$ cat src/rtl/msx_reset_seq.sv
// Reset sequencer for the MSX core: debounces the config-changed flag and merges
// OSD reset, ROM download and SDRAM readiness into one minimum-width core reset.
module msx_reset_seq #(
    parameter int DEBOUNCE_CYCLES = 1024,
    parameter int HOLD_CYCLES     = 64
) (
    input  logic       clk,
    input  logic       reset,
    input  logic       reload,
    input  logic       user_reset,
    input  logic       ioctl_download,
    input  logic       sdram_ready,
    output logic       core_reset,
    output logic       reload_pending,
    output logic [7:0] reset_count
);

    localparam int DB_W   = (DEBOUNCE_CYCLES > 1) ? $clog2(DEBOUNCE_CYCLES) : 1;
    localparam int HOLD_W = (HOLD_CYCLES > 1) ? $clog2(HOLD_CYCLES) : 1;
    localparam logic [DB_W-1:0]   DB_LAST   = DB_W'(DEBOUNCE_CYCLES - 1);
    localparam logic [HOLD_W-1:0] HOLD_LAST = HOLD_W'(HOLD_CYCLES - 1);

    typedef enum logic [1:0] {
        ST_IDLE     = 2'd0,
        ST_DEBOUNCE = 2'd1,
        ST_HOLD     = 2'd2
    } state_t;

    state_t            state_q, state_d;
    logic [DB_W-1:0]   db_cnt_q, db_cnt_d;
    logic [HOLD_W-1:0] hold_cnt_q, hold_cnt_d;
    logic              core_reset_q, core_reset_d;
    logic              reload_pending_q, reload_pending_d;
    logic [7:0]        reset_count_q, reset_count_d;
    logic              force_any;
    logic              count_inc;

    assign force_any = user_reset | ioctl_download | ~sdram_ready;

    // State register; the global reset lands in HOLD so the core starts held.
    always_ff @(posedge clk) begin
        if (reset) begin
            state_q          <= ST_HOLD;
            db_cnt_q         <= '0;
            hold_cnt_q       <= '0;
            core_reset_q     <= 1'b1;
            reload_pending_q <= 1'b0;
            reset_count_q    <= 8'd0;
        end else begin
            state_q          <= state_d;
            db_cnt_q         <= db_cnt_d;
            hold_cnt_q       <= hold_cnt_d;
            core_reset_q     <= core_reset_d;
            reload_pending_q <= reload_pending_d;
            reset_count_q    <= reset_count_d;
        end
    end

    always_comb begin
        state_d    = state_q;
        db_cnt_d   = db_cnt_q;
        hold_cnt_d = hold_cnt_q;
        count_inc  = 1'b0;
        case (state_q)
            ST_IDLE: begin
                if (force_any) begin
                    state_d    = ST_HOLD;
                    hold_cnt_d = '0;
                    count_inc  = 1'b1;
                end else if (reload) begin
                    state_d  = ST_DEBOUNCE;
                    db_cnt_d = '0;
                end
            end
            ST_DEBOUNCE: begin
                if (force_any) begin
                    state_d    = ST_HOLD;
                    hold_cnt_d = '0;
                    count_inc  = 1'b1;
                end else if (!reload) begin
                    // User stepped back to the snapshotted config: no reset needed.
                    state_d = ST_IDLE;
                end else if (db_cnt_q == DB_LAST) begin
                    state_d    = ST_HOLD;
                    hold_cnt_d = '0;
                    count_inc  = 1'b1;
                end else begin
                    db_cnt_d = db_cnt_q + 1'b1;
                end
            end
            ST_HOLD: begin
                // reload is ignored here; the config block re-snapshots under reset.
                if (force_any) begin
                    hold_cnt_d = '0;
                end else if (hold_cnt_q == HOLD_LAST) begin
                    state_d = ST_IDLE;
                end else begin
                    hold_cnt_d = hold_cnt_q + 1'b1;
                end
            end
            default: begin
                state_d    = ST_HOLD;
                hold_cnt_d = '0;
            end
        endcase
    end

    always_comb begin
        core_reset_d     = (state_d == ST_HOLD);
        reload_pending_d = (state_q == ST_DEBOUNCE);
        reset_count_d    = reset_count_q;
        if (count_inc && (reset_count_q != 8'hFF)) begin
            reset_count_d = reset_count_q + 8'd1;
        end
    end

    assign core_reset     = core_reset_q;
    assign reload_pending = reload_pending_q;
    assign reset_count    = reset_count_q;

endmodule

$ cat config.mk
export PLATFORM = sky130hd
export DESIGN_NAME = msx_reset_seq
export DESIGN_NICKNAME = d
export VERILOG_FILES = /design/src/rtl/msx_reset_seq.sv
export SDC_FILE = /design/constraint.sdc
export NUM_CORES = 1
export LEC_CHECK = 0
export ABC_AREA = 1
export CAP_MARGIN = 25
export CORE_UTILIZATION = 40
export CTS_CLUSTER_SIZE = 10
export DETAILED_ROUTE_END_ITERATION = 12
export GPL_ROUTABILITY_DRIVEN = 0
export PLACE_DENSITY = 0.61
export SKIP_LAST_GASP = 1
export SYNTH_ARGS = -nofsm -noshare
export SYNTH_HDL_FRONTEND = slang
export SYNTH_SLANG_ARGS = --single-unit
$ cat constraint.sdc
create_clock -name clk -period 2.1 [get_ports clk]
set_input_delay 0.21 -clock clk [delete_from_list [all_inputs] [get_ports clk]]
set_output_delay 0.21 -clock clk [all_outputs]
set_load 0.05 [all_outputs]
==> impl_results.md, run 1 <==
* Min cycle time layout at 1779 ps
* Storage cell area at 560.5 um^2
* RR Startpoint: db_cnt_q[1]$_SDFFE_PP0P_
* Final Setup Violations at 0
* Slew margin rel. at 0.6703
* Initial antenna violation count at 0
* Max FO, Critical Path at 6
* CP Cell Sequence: clkdlybuf4s50_1
* Required time of the worst setup path at approximately 1900 ps
* Design Power at 0.9964 mW
* Final net count at between 200 and 250
* Initial DRC Count at 120
* Number of flops mapped to enable cells by yosys at 0
* Top-count cell post-synth: nand2_1
* CP startpoint: reset_count[5]$_SDFFE_PP0P_
* Hold slack at around 470 ps
* Critical Path Slowest Stage Cell: clkdlybuf4s50_1
* Drt total wl at between 3 and 4 mm
* Hold Path Class: reg -> reg
* Outcome: finished, final reports clean
* Multi-input gate area at 884.6 um^2
* Mapped Area at 1516 um^2
* Worst setup SP type: register
* Setup Skew at around 10 ps
* Cts hold-fix bufs at 0
* Fillers at about 370
* H-tree depth at 1
* Crit path kind: reg -> out
* Row count at 22
* Worst path bufs/invs at 1
* PostCTS Resize Cnt at 0
* Die ar. at 4041 um^2
* Drt wl/cell at 11.05 um
* Post-synthesis sequential area ratio at 0.3696
* Antenna fix cells at 0
* Family with the most delay on the worst path: buffers and inverters
* First-pass GRT wire length at 5.478 mm
* Hold Vio Cnt, Final at 0
* DRT Pass-1 Iters at 4
* Layout cells sized above 1 at 0.1224
* Pin count of the biggest net entering global routing at 17
* Core ar. at roughly 3700 um^2
* Maximum VDD drop at 357.1 uV
* Root Driver: clkbuf_8
* GR Util All Layers at 0.1706
* Clk sinks at 28
* CP arrival at between 1500 and 2000 ps
* Grt ovf at 0
* Setup TNS Final at 0 ps
* Die Wd at between 60 and 70 um
* Max-cap violation count at 0
* Post-synth top area cell: dfxtp_1
* Insertion delay to the later sink of the worst-skew pair at 280 ps
* DPL Wire Length at ~2.2 mm
* RSZ-0062 raised after global routing: no
* Ys flop type: dfxtp_1
* Yosys warnings at 0
* Most area-consuming cells after synthesis: dfxtp_1 37%, nand2_1 12%, nand3_1 11%
* CTS tree: done
* Vias in the first global route at approximately 1,300
* Maximum clock frequency at roughly 560 MHz
* Design area at 1817 um^2
* # DRC at 0
* Hold Crit Start: hold_cnt_q[5]$_SDFFE_PP0P_
* Clk pin slew, worst setup/hold paths at 100 ps
* Crit. End Element: primary output
* Post-Syn Instances at around 220
* Clock buffer count from CTS at 3
* Fraction of registers with async set/reset at 0
* Netlist cell types at 21
* FF+latch count, synth at 28
* Power Dens Cells at 548.4 nW/um^2
* CTS max path bufs at 2
* DR vias/cell at 4.979
* Io pins at 16
* Final antenna-violating net count at 0
* Commonest cells in the netlist: 50 x nand2_1, 32 x nand3_1, 30 x nor2_1, 28 x dfxtp_1
* Die Y-Extent at around 64 um
* Slew Limit Fails at 0
* Post-CTS Setup Inserts at 0
* Slowest stage delay, CP at 840 ps
* Dpl cell area at between 1500 and 2000 um^2
* Synth-to-Final Area Change at 19.80%
* Period Utilization, post-route at 0.8470
* PortBufs at 15
* Via count at 1,419
* Leak at 0.6497 nW
* Avg Synthesized Cell Area at between 7 and 8 um^2
* Synthesized net count at 225
* Worst-margin pin slew at 493.0 ps
* Initial Util at 0.4142
* Top-area cell type share of the netlist area at 0.3696
==> layer usage <==
layer,global-route usage,share of wire,vias up
met4,0.05682,0.011,0
met2,0.2726,0.43,30
met5,0,0,-
met3,0.03804,0.036,4
met1,0.2244,0.52,631
li1,-,-,754
==> registers in the layout, indices dropped and copies added (netlist names) <==
| signal | flops |
|---|---|
| core_reset | 1 |
| db_cnt_q | 10 |
| hold_cnt_q | 6 |
| reload_pending | 1 |
| reset_count | 8 |
| state_q | 2 |
==> cell type report <==
class / instances / area share
Multi-Input combinational cell: 171 / 0.4869
Sequential cell: 28 / 0.3085
Inverter: 14 / 0.02893
Clock inverter: 1 / 0.01653
Tap cell: 48 / 0.03306
Clock buffer: 3 / 0.02273
Timing Repair Buffer: 20 / 0.1033
==> layout by cell type, fill, tap and decap left out <==
cell type	netlist	routed
clkbuf_8	0	3
o21bai_1	1	1
inv_1	14	14
a21oi_1	14	14
o21ai_0	3	3
nand3_1	32	32
xor2_1	6	6
nand2_2	9	9
bufinv_16	0	1
nor3_1	2	2
nand2_1	50	50
clkdlybuf4s50_1	0	15
dfxtp_1	28	28
buf_4	0	5
a21oi_2	7	7
ha_1	3	3
nand3_2	1	1
nand4_1	5	5
nor2_2	1	1
nand2_4	1	1
xnor2_1	5	5
nor2_1	30	30
nor2_4	1	1
==> final timing paths <==
| check | to | cells past startpoint | slack, ps |
|---|---|---|---|
| max | reset_count[5] | 1 | 320 |
| min | hold_cnt_q[5]$_SDFFE_PP0P_ | 2 | 470 |
| min reg2reg | hold_cnt_q[5]$_SDFFE_PP0P_ | 2 | 470 |
| max reg2reg | db_cnt_q[2]$_SDFFE_PP0P_ | 10 | 370 |
==> logic make-up after synthesis <==
logic type      synth area share
compound gates            0.1015
flops                     0.3696
simple gates              0.3936
fa+ha+maj                0.02476
xor+xnor                 0.06353
buf+inv                  0.04703
==> where the power goes <==
group	internal, mW	switching (mW)
registers	0.531	0.000827
logic	0.0143	0.0176
clock network	0.256	0.177
==> through the flow <==
step / utilization / setup slack, ps / std cells
floorplan: - / 194.3 / 216
global placement: 0.4768 / 366.6 / 281
detailed placement: 0.4768 / 335.3 / 281
CTS: 0.4962 / 316.5 / 285
global route: 0.4962 / 129.9 / 285
finish: 0.4962 / 321.2 / 285
Note: power is estimated with default switching activity, not from simulation.
==> run 2: changes to the inputs <==
PLACE_DENSITY = 0.63   (was 0.61)
clock period = 1.5 ns   (was 2.1 ns; I/O delays follow)
==> run 2 against run 1 <==
Compared with the run above:
- count of clock-buffer cells in the layout rose by 1
- critical path type is now reg -> reg
- non-clock buffer count is 24 higher
- core utilization up 9.7 points
- global-route usage up 1.7 points
- highest routed layer unchanged
==> impl_results.md, run 2 (synthesized netlist as in run 1, its figures left out) <==
* Final antenna-violating net count at 0 (unchanged)
* DR vias/cell at 4.942 (-0.74%)
* Clock power frac at 0.349 (-0.085)
* Worst-margin pin slew at 298.1 ps (-194.9 ps)
* Max FO, Critical Path at 7 (+1)
* CP Cell Sequence: ha_4, inv_4, nor2_4, nand2_2, nor2_4, nand3_4, nand2_8, nand2_8, nand2_4, a21oi_2
* Clock buffer count from CTS at 3 (unchanged)
* Die Wd at 63.57 um (unchanged)
* Core ar. at 3661 um^2 (unchanged)
* Maximum VDD drop at 381.1 uV (+6.7%)
* Flip-flop count of the largest register after layout at 10 (unchanged)
* # DRC at 0 (unchanged)
* Slowest stage delay, CP at 370 ps (-470 ps)
* Final Setup Violations at 0 (unchanged)
* Max-cap violation count at 0 (unchanged)
* Layout cells sized above 1 at 0.3588 (+0.2364)
* Vias in the first global route at 1,418 (+13%)
* Antenna fix cells at 0 (unchanged)
* Insertion delay to the later sink of the worst-skew pair at 270 ps (about the same)
* CTS tree: done
* Met2 Usage GRT at 0.3125 (+0.03989)
* Initial antenna violation count at 0 (unchanged)
* Reg2reg path depth at 10 (unchanged)
* Commonest non-fill, non-tap cells in the layout: 41 x nand2_1, 36 x buf_4, 28 x nand3_1
* DRT Pass-1 Iters at 5 (+1)
* Worst path bufs/invs at 1 (unchanged)
* Grt ovf at 0 (unchanged)
* GR Util All Layers at 0.1877 (+0.01706)
* Comb power frac at 0.044 (+0.012)
* Required time of the worst setup path at 1670 ps (-220 ps)
* Dpl cell area at 1924 um^2 (+10%)
* Initial DRC Count at 65 (-46%)
* Final net count at 272 (+10%)
* Pin count of the biggest net entering global routing at 16 (-1)
* Family with the most delay on the worst path: simple AND/OR/NAND/NOR gates
* Worst setup SP type: register
* Min cycle time layout at 1497 ps
* Via count at 1,532 (+8.0%)
* Clk pin slew, worst setup/hold paths at 100 ps (about the same)
* CTS max path bufs at 2 (unchanged)
* Die Y-Extent at 63.57 um (unchanged)
* Io pins at 16 (unchanged)
* Slew margin rel. at 0.8010 (+0.1307)
* RSZ-0062 raised after global routing: yes
* Finished Core Util at 0.5933 (+0.09706)
* Row count at 22 (unchanged)
* Int Pwr at 0.9556 mW (+19%)
* Design area at 2172 um^2 (+20%)
* First-pass GRT wire length at 6.127 mm (+12%)
* Hold Vio Cnt, Final at 0 (unchanged)
* Busiest grt layer: met2
* M3 GR Usage at 0.03080 (-0.007246)
* Clk sinks at 28 (unchanged)
* Crit. End Element: register
* Drt wl/cell at 11.54 um (+4.4%)
* Leak at 0.8301 nW (+28%)
* PortBufs at 15 (unchanged)
* Setup Skew at 5.701 ps (-4.254 ps)
* Period Utilization, post-route at 0.9982
* Critical Path Slowest Stage Cell: dfxtp_2
* H-tree depth at 1 (unchanged)
* Design Power at 1.219 mW (+22%)
* Slew Limit Fails at 0 (unchanged)
* GR Util met1 at 0.2475 (+0.02310)
* Switching part of the total at 0.2161 (+0.02002)
* Maximum clock frequency at 667.9 MHz
* WHS Path Cells at 2 (unchanged)
* Drt total wl at 3.577 mm (+14%)
* Outcome: finished, final reports clean
* Most common cell after layout, fill and taps aside: nand2_1
* DPL Wire Length at 2.490 mm (+12%)
* Synth-to-Final Area Change at 43.23%
* Cts hold-fix bufs at 0 (unchanged)
* Largest Register: db_cnt_q
* Seq pwr share at 0.607 (+0.073)
* Power Dens Cells at 561.2 nW/um^2 (+2.3%)
* Hold Path Class: reg -> reg
* P_sw at 0.2634 mW (+35%)
* Die ar. at 4041 um^2 (unchanged)
* Root Driver: clkbuf_8
* CP arrival at 1670 ps (+100 ps)
* Crit path kind: reg -> reg
* CP Depth at 10 (+9)
* Initial Util at 0.4142 (unchanged)
run 2: cell types whose count changed in the layout (fill, tap and decap cells not counted), sizes merged:
cell and delta:
clkdlybuf4s50 -10, nand2 +1, clkbuf +1, bufinv -1, buf +34
run 2: routing by layer:
layer / part of all wire / wire [um] / vias to the layer above
li1: - / - / 808
met1: 0.49 / 1750 / 697
met2: 0.48 / 1712 / 25
met3: 0.026 / 92 / 2
met4: 0.0059 / 21 / 0
met5: 0 / 0 / -
run 2: timing repair:
action	in CTS	in global routing
setup endpoints to repair	22	26
resized for setup	6	37
pin swaps	3	16
hold endpoints to repair	0	0
gates cloned	0	1
setup buffers	0	2
run 2: per-stage QoR:
stage | std cells | TNS [ps] | hold WS, ps | worst slack, ps
2_1_floorplan | 216 | 0 | 234.1 | 7.151
3_3_place_gp | 303 | -154.5 | 450.3 | -45.54
3_5_place_dp | 303 | -841.1 | 455.0 | -103.7
4_1_cts | 307 | 0 | 468.5 | 2.485
5_1_grt | 310 | -1519 | 491.1 | -92.68
6_report | 310 | 0 | 470.8 | 2.771
run 2: power groups by stage:
stage / logic [mW] / registers (mW) / clock network, mW
after global placement: 0.0515 / 0.758 / 0
after CTS: 0.0517 / 0.740 / 0.439
after detailed placement: 0.0515 / 0.758 / 0
after global routing: 0.0586 / 0.741 / 0.468
final: 0.0532 / 0.740 / 0.425
after floorplan: 0.0181 / 0.758 / 0
run 2: worst paths after layout:
check | slack [ps] | to | startpoint
hold / removal | 470 | hold_cnt_q[4]$_SDFFE_PP0P_ | hold_cnt_q[4]$_SDFFE_PP0P_
setup / recovery | 3 | reset_count[4]$_SDFFE_PP0P_ | db_cnt_q[1]$_SDFFE_PP0P_
setup reg to reg | 3 | reset_count[4]$_SDFFE_PP0P_ | db_cnt_q[1]$_SDFFE_PP0P_
hold reg to reg | 470 | hold_cnt_q[4]$_SDFFE_PP0P_ | hold_cnt_q[4]$_SDFFE_PP0P_
run 2: final cells by class:
| class | count | area [um^2] |
|---|---|---|
| Fill cell | 361 | 1489 |
| Multi-Input combinational cell | 172 | 1071 |
| Sequential cell | 28 | 578.1 |
| Timing Repair Buffer | 44 | 362.8 |
| Tap cell | 48 | 60.06 |
| Inverter | 14 | 55.05 |
| Clock buffer | 4 | 45.04 |
run 2: worst reg2reg max path, delay by kind of cell (launching register included):
kind / cells / cell delay (ps)
buffers and inverters: 1 / 40
AOI/OAI and AO/OA: 1 / 50
adders and majority gates: 1 / 150
DFF: 1 / 370
and+or+nand+nor: 7 / 800
==> run 3: changes to the inputs <==
PLACE_DENSITY = not set   (was 0.63)
PLACE_DENSITY_LB_ADDON = 0.12   (was not set)
==> run 3 against run 2 <==
Compared with the run above:
- the flow now finishes with violations (setup timing)
- via count down 0.52%
- final cell count increased by 0.32%
- worst hold slack improved by 2.4 ps
- count of clock-buffer cells in the layout down 1
- combinational power about the same
- power grew 15%
- critical endpoint is now reset_count[2]$_SDFFE_PP0P_
- highest routed layer unchanged
==> impl_results.md, run 3 (synthesized netlist as in run 1, its figures left out) <==
* Outcome: finished, violations left
* Failing checks: setup timing
* P_sw at 0.2780 mW (+5.5%)
* Comb power frac at 0.038 (-0.006)
* Int Pwr at 1.122 mW (+17%)
* Die ar. at 4041 um^2 (unchanged)
* Drt wl/cell at 12.22 um (+5.9%)
* Maximum VDD drop at 339.4 uV (-11%)
* Core ar. at 3661 um^2 (unchanged)
* # DRC at 0 (unchanged)
* Row count at 22 (unchanged)
* Layout cells sized above 1 at 0.3802 (+0.02145)
* Die Y-Extent at 63.57 um (unchanged)
* Fillers at 347 (-3.9%)
* Setup Skew at 9.761 ps (+4.060 ps)
* First-pass GRT wire length at 5.920 mm (-3.4%)
* Reg-to-reg setup timing slack at -30 ps (-40 ps)
* Io pins at 16 (unchanged)
* PortBufs at 15 (unchanged)
* Clock power frac at 0.433 (+0.084)
* Insertion delay to the later sink of the worst-skew pair at 280 ps (about the same)
* Clock buffer count from CTS at 3 (unchanged)
* CTS max path bufs at 2 (unchanged)
* CTS tree: done
* Clk sinks at 28 (unchanged)
* Final antenna-violating net count at 0 (unchanged)
* Hold Vio Cnt, Final at 0 (unchanged)
* Final Setup Violations at 7 (+7)
* Slew Limit Fails at 0 (unchanged)
* Pin count of the biggest net entering global routing at 17 (+1)
* Largest Register: db_cnt_q
* WHS Path Cells at 2 (unchanged)
* Min cycle time layout at 1533 ps (+36.08 ps)
* Crit. End Element: register
* Synth-to-Final Area Change at 44.80%
* Flip-flop count of the largest register after layout at 10 (unchanged)
* Post-layout worst setup margin at -33.31 ps (-36.08 ps)
* Leak at 0.8456 nW (+1.9%)
* Slew margin rel. at 0.7490 (-0.05197)
* Finished Core Util at 0.5998 (+0.006494)
* Max FO, Critical Path at 7 (unchanged)
* Design Power at 1.400 mW (+15%)
* Cts hold-fix bufs at 0 (unchanged)
* Worst Hold Endpoint: hold_cnt_q[4]$_SDFFE_PP0P_
* Worst-margin pin slew at 376.0 ps (+77.85 ps)
* Initial DRC Count at 68 (+4.6%)
* Critical Path Slowest Stage Cell: dfxtp_2
* Initial antenna violation count at 0 (unchanged)
* Maximum clock frequency at 652.2 MHz (-2.4%)
* Period Utilization, post-route at 1.022 (+0.02405)
* GR Util All Layers at 0.1856 (-0.002135)
* Final net count at 273 (+0.37%)
* Required time of the worst setup path at 1670 ps (about the same)
* Hold Path Class: reg -> reg
* Antenna fix cells at 0 (unchanged)
* Clk pin slew, worst setup/hold paths at 100 ps (about the same)
* Via count at 1,524 (-0.52%)
* Switching part of the total at 0.1986 (-0.01748)
* CP Cell Sequence: ha_4, inv_2, nor2_4, nand2_2, nor2_4, nand3_4, nand2_8, nand2_8, nand2_4, a21oi_2
* DPL Wire Length at 2.465 mm (-1.0%)
* DRT Pass-1 Iters at 4 (-1)
* Crit path kind: reg -> reg
* CP arrival at 1710 ps (+40 ps)
* DR vias/cell at 4.900 (-0.84%)
* M1 WL at 1.743 mm (-0.40%)
* Drt total wl at 3.800 mm (+6.2%)
* Reg2reg path depth at 10 (unchanged)
* Root Driver: clkbuf_8
* Metal2 WL at 1.914 mm (+12%)
* Hold Crit Start: hold_cnt_q[4]$_SDFFE_PP0P_
* WL met3 at 102 um (+11%)
* Die Wd at 63.57 um (unchanged)
* Setup TNS Final at -188.7 ps (-188.7 ps)
* Power Dens Cells at 637.5 nW/um^2 (+14%)
* Worst path bufs/invs at 1 (unchanged)
* Worst flop-to-flop path endpoint: reset_count[2]$_SDFFE_PP0P_
* Grt ovf at 0 (unchanged)
* Uppermost layer routed: met4
* Max-cap violation count at 0 (unchanged)
* Seq pwr share at 0.529 (-0.078)
* Commonest non-fill, non-tap cells in the layout: 37 x nand2_1, 36 x buf_4, 28 x nand3_1
* Slowest stage delay, CP at 370 ps (about the same)
* RR Startpoint: db_cnt_q[1]$_SDFFE_PP0P_
* RSZ-0062 raised after global routing: yes
* H-tree depth at 1 (unchanged)
* Worst setup SP type: register
* Most common cell after layout, fill and taps aside: nand2_1
* Vias in the first global route at 1,337 (-5.7%)
* Initial Util at 0.4142 (unchanged)
* Family with the most delay on the worst path: simple AND/OR/NAND/NOR gates
run 3: worst max-delay path by stage:
| stage | from | to | slack (ps) | depth (start not counted) |
|---|---|---|---|---|
| after CTS | db_cnt_q[0]$_SDFFE_PP0P_ | db_cnt_q[9]$_SDFFE_PP0P_ | -4 | 11 |
| after global routing | state_q[0]$_SDFF_PP0_ | reset_count[3]$_SDFFE_PP0P_ | -110 | 7 |
| after detailed placement | ioctl_download | db_cnt_q[2]$_SDFFE_PP0P_ | -70 | 10 |
| after global placement | ioctl_download | db_cnt_q[2]$_SDFFE_PP0P_ | -50 | 9 |
| final | db_cnt_q[1]$_SDFFE_PP0P_ | reset_count[2]$_SDFFE_PP0P_ | -30 | 10 |
| after floorplan | db_cnt_q[0]$_SDFFE_PP0P_ | reset_count[7]$_SDFFE_PP0P_ | 7 | 10 |
run 3: worst register-to-register path, stage by stage (launching register included):
cell	delay (ps)
dfxtp_2	370
ha_4	140
inv_2	40
nor2_4	110
nand2_2	90
nor2_4	210
nand3_4	150
nand2_8	110
nand2_8	90
nand2_4	80
a21oi_2	40
run 3: per-stage QoR:
step,setup slack (ps),hold slack (ps),cell area [um^2],instances
global placement,-48.63,449.3,1944,304
detailed placement,-67.32,448.9,1944,304
CTS,-3.699,464.6,2029,308
global route,-111.8,504.6,2196,311
finish,-33.31,473.2,2196,311
floorplan,7.151,234.1,1543,216
run 3: final cells by class:
| type | count | area (um^2) | area share |
|---|---|---|---|
| well taps | 48 | 60.06 | 0.02735 |
| flip-flops and latches | 28 | 576.8 | 0.2627 |
| repair buffers | 43 | 351.6 | 0.1601 |
| inverters | 14 | 52.55 | 0.02393 |
| multi-input cells | 174 | 1084 | 0.4934 |
| clock inverters | 1 | 30.03 | 0.01368 |
| clock buffers | 3 | 41.29 | 0.01880 |
run 3: power by group through the flow:
stage | combinational [mW] | sequential, mW | clock [mW]
2_1_floorplan | 0.0181 | 0.758 | 0
3_3_place_gp | 0.0506 | 0.758 | 0
3_5_place_dp | 0.0500 | 0.758 | 0
4_1_cts | 0.0501 | 0.740 | 0.617
5_1_grt | 0.0573 | 0.741 | 0.652
6_report | 0.0535 | 0.740 | 0.606
run 3: layer usage:
metal,GRT usage,vias to the layer above
li1,-,809
met1,0.2337,687
met2,0.3205,24
met3,0.02717,4
met4,0.05966,0
met5,0,-
run 3: what timing repair did:
item,4_1_cts,5_1_grt
gates cloned,0,3
endpoints found under the hold margin,0,0
pin swaps,1,15
buffers inserted,0,1
setup endpoints to repair,19,26
resized for setup,3,39
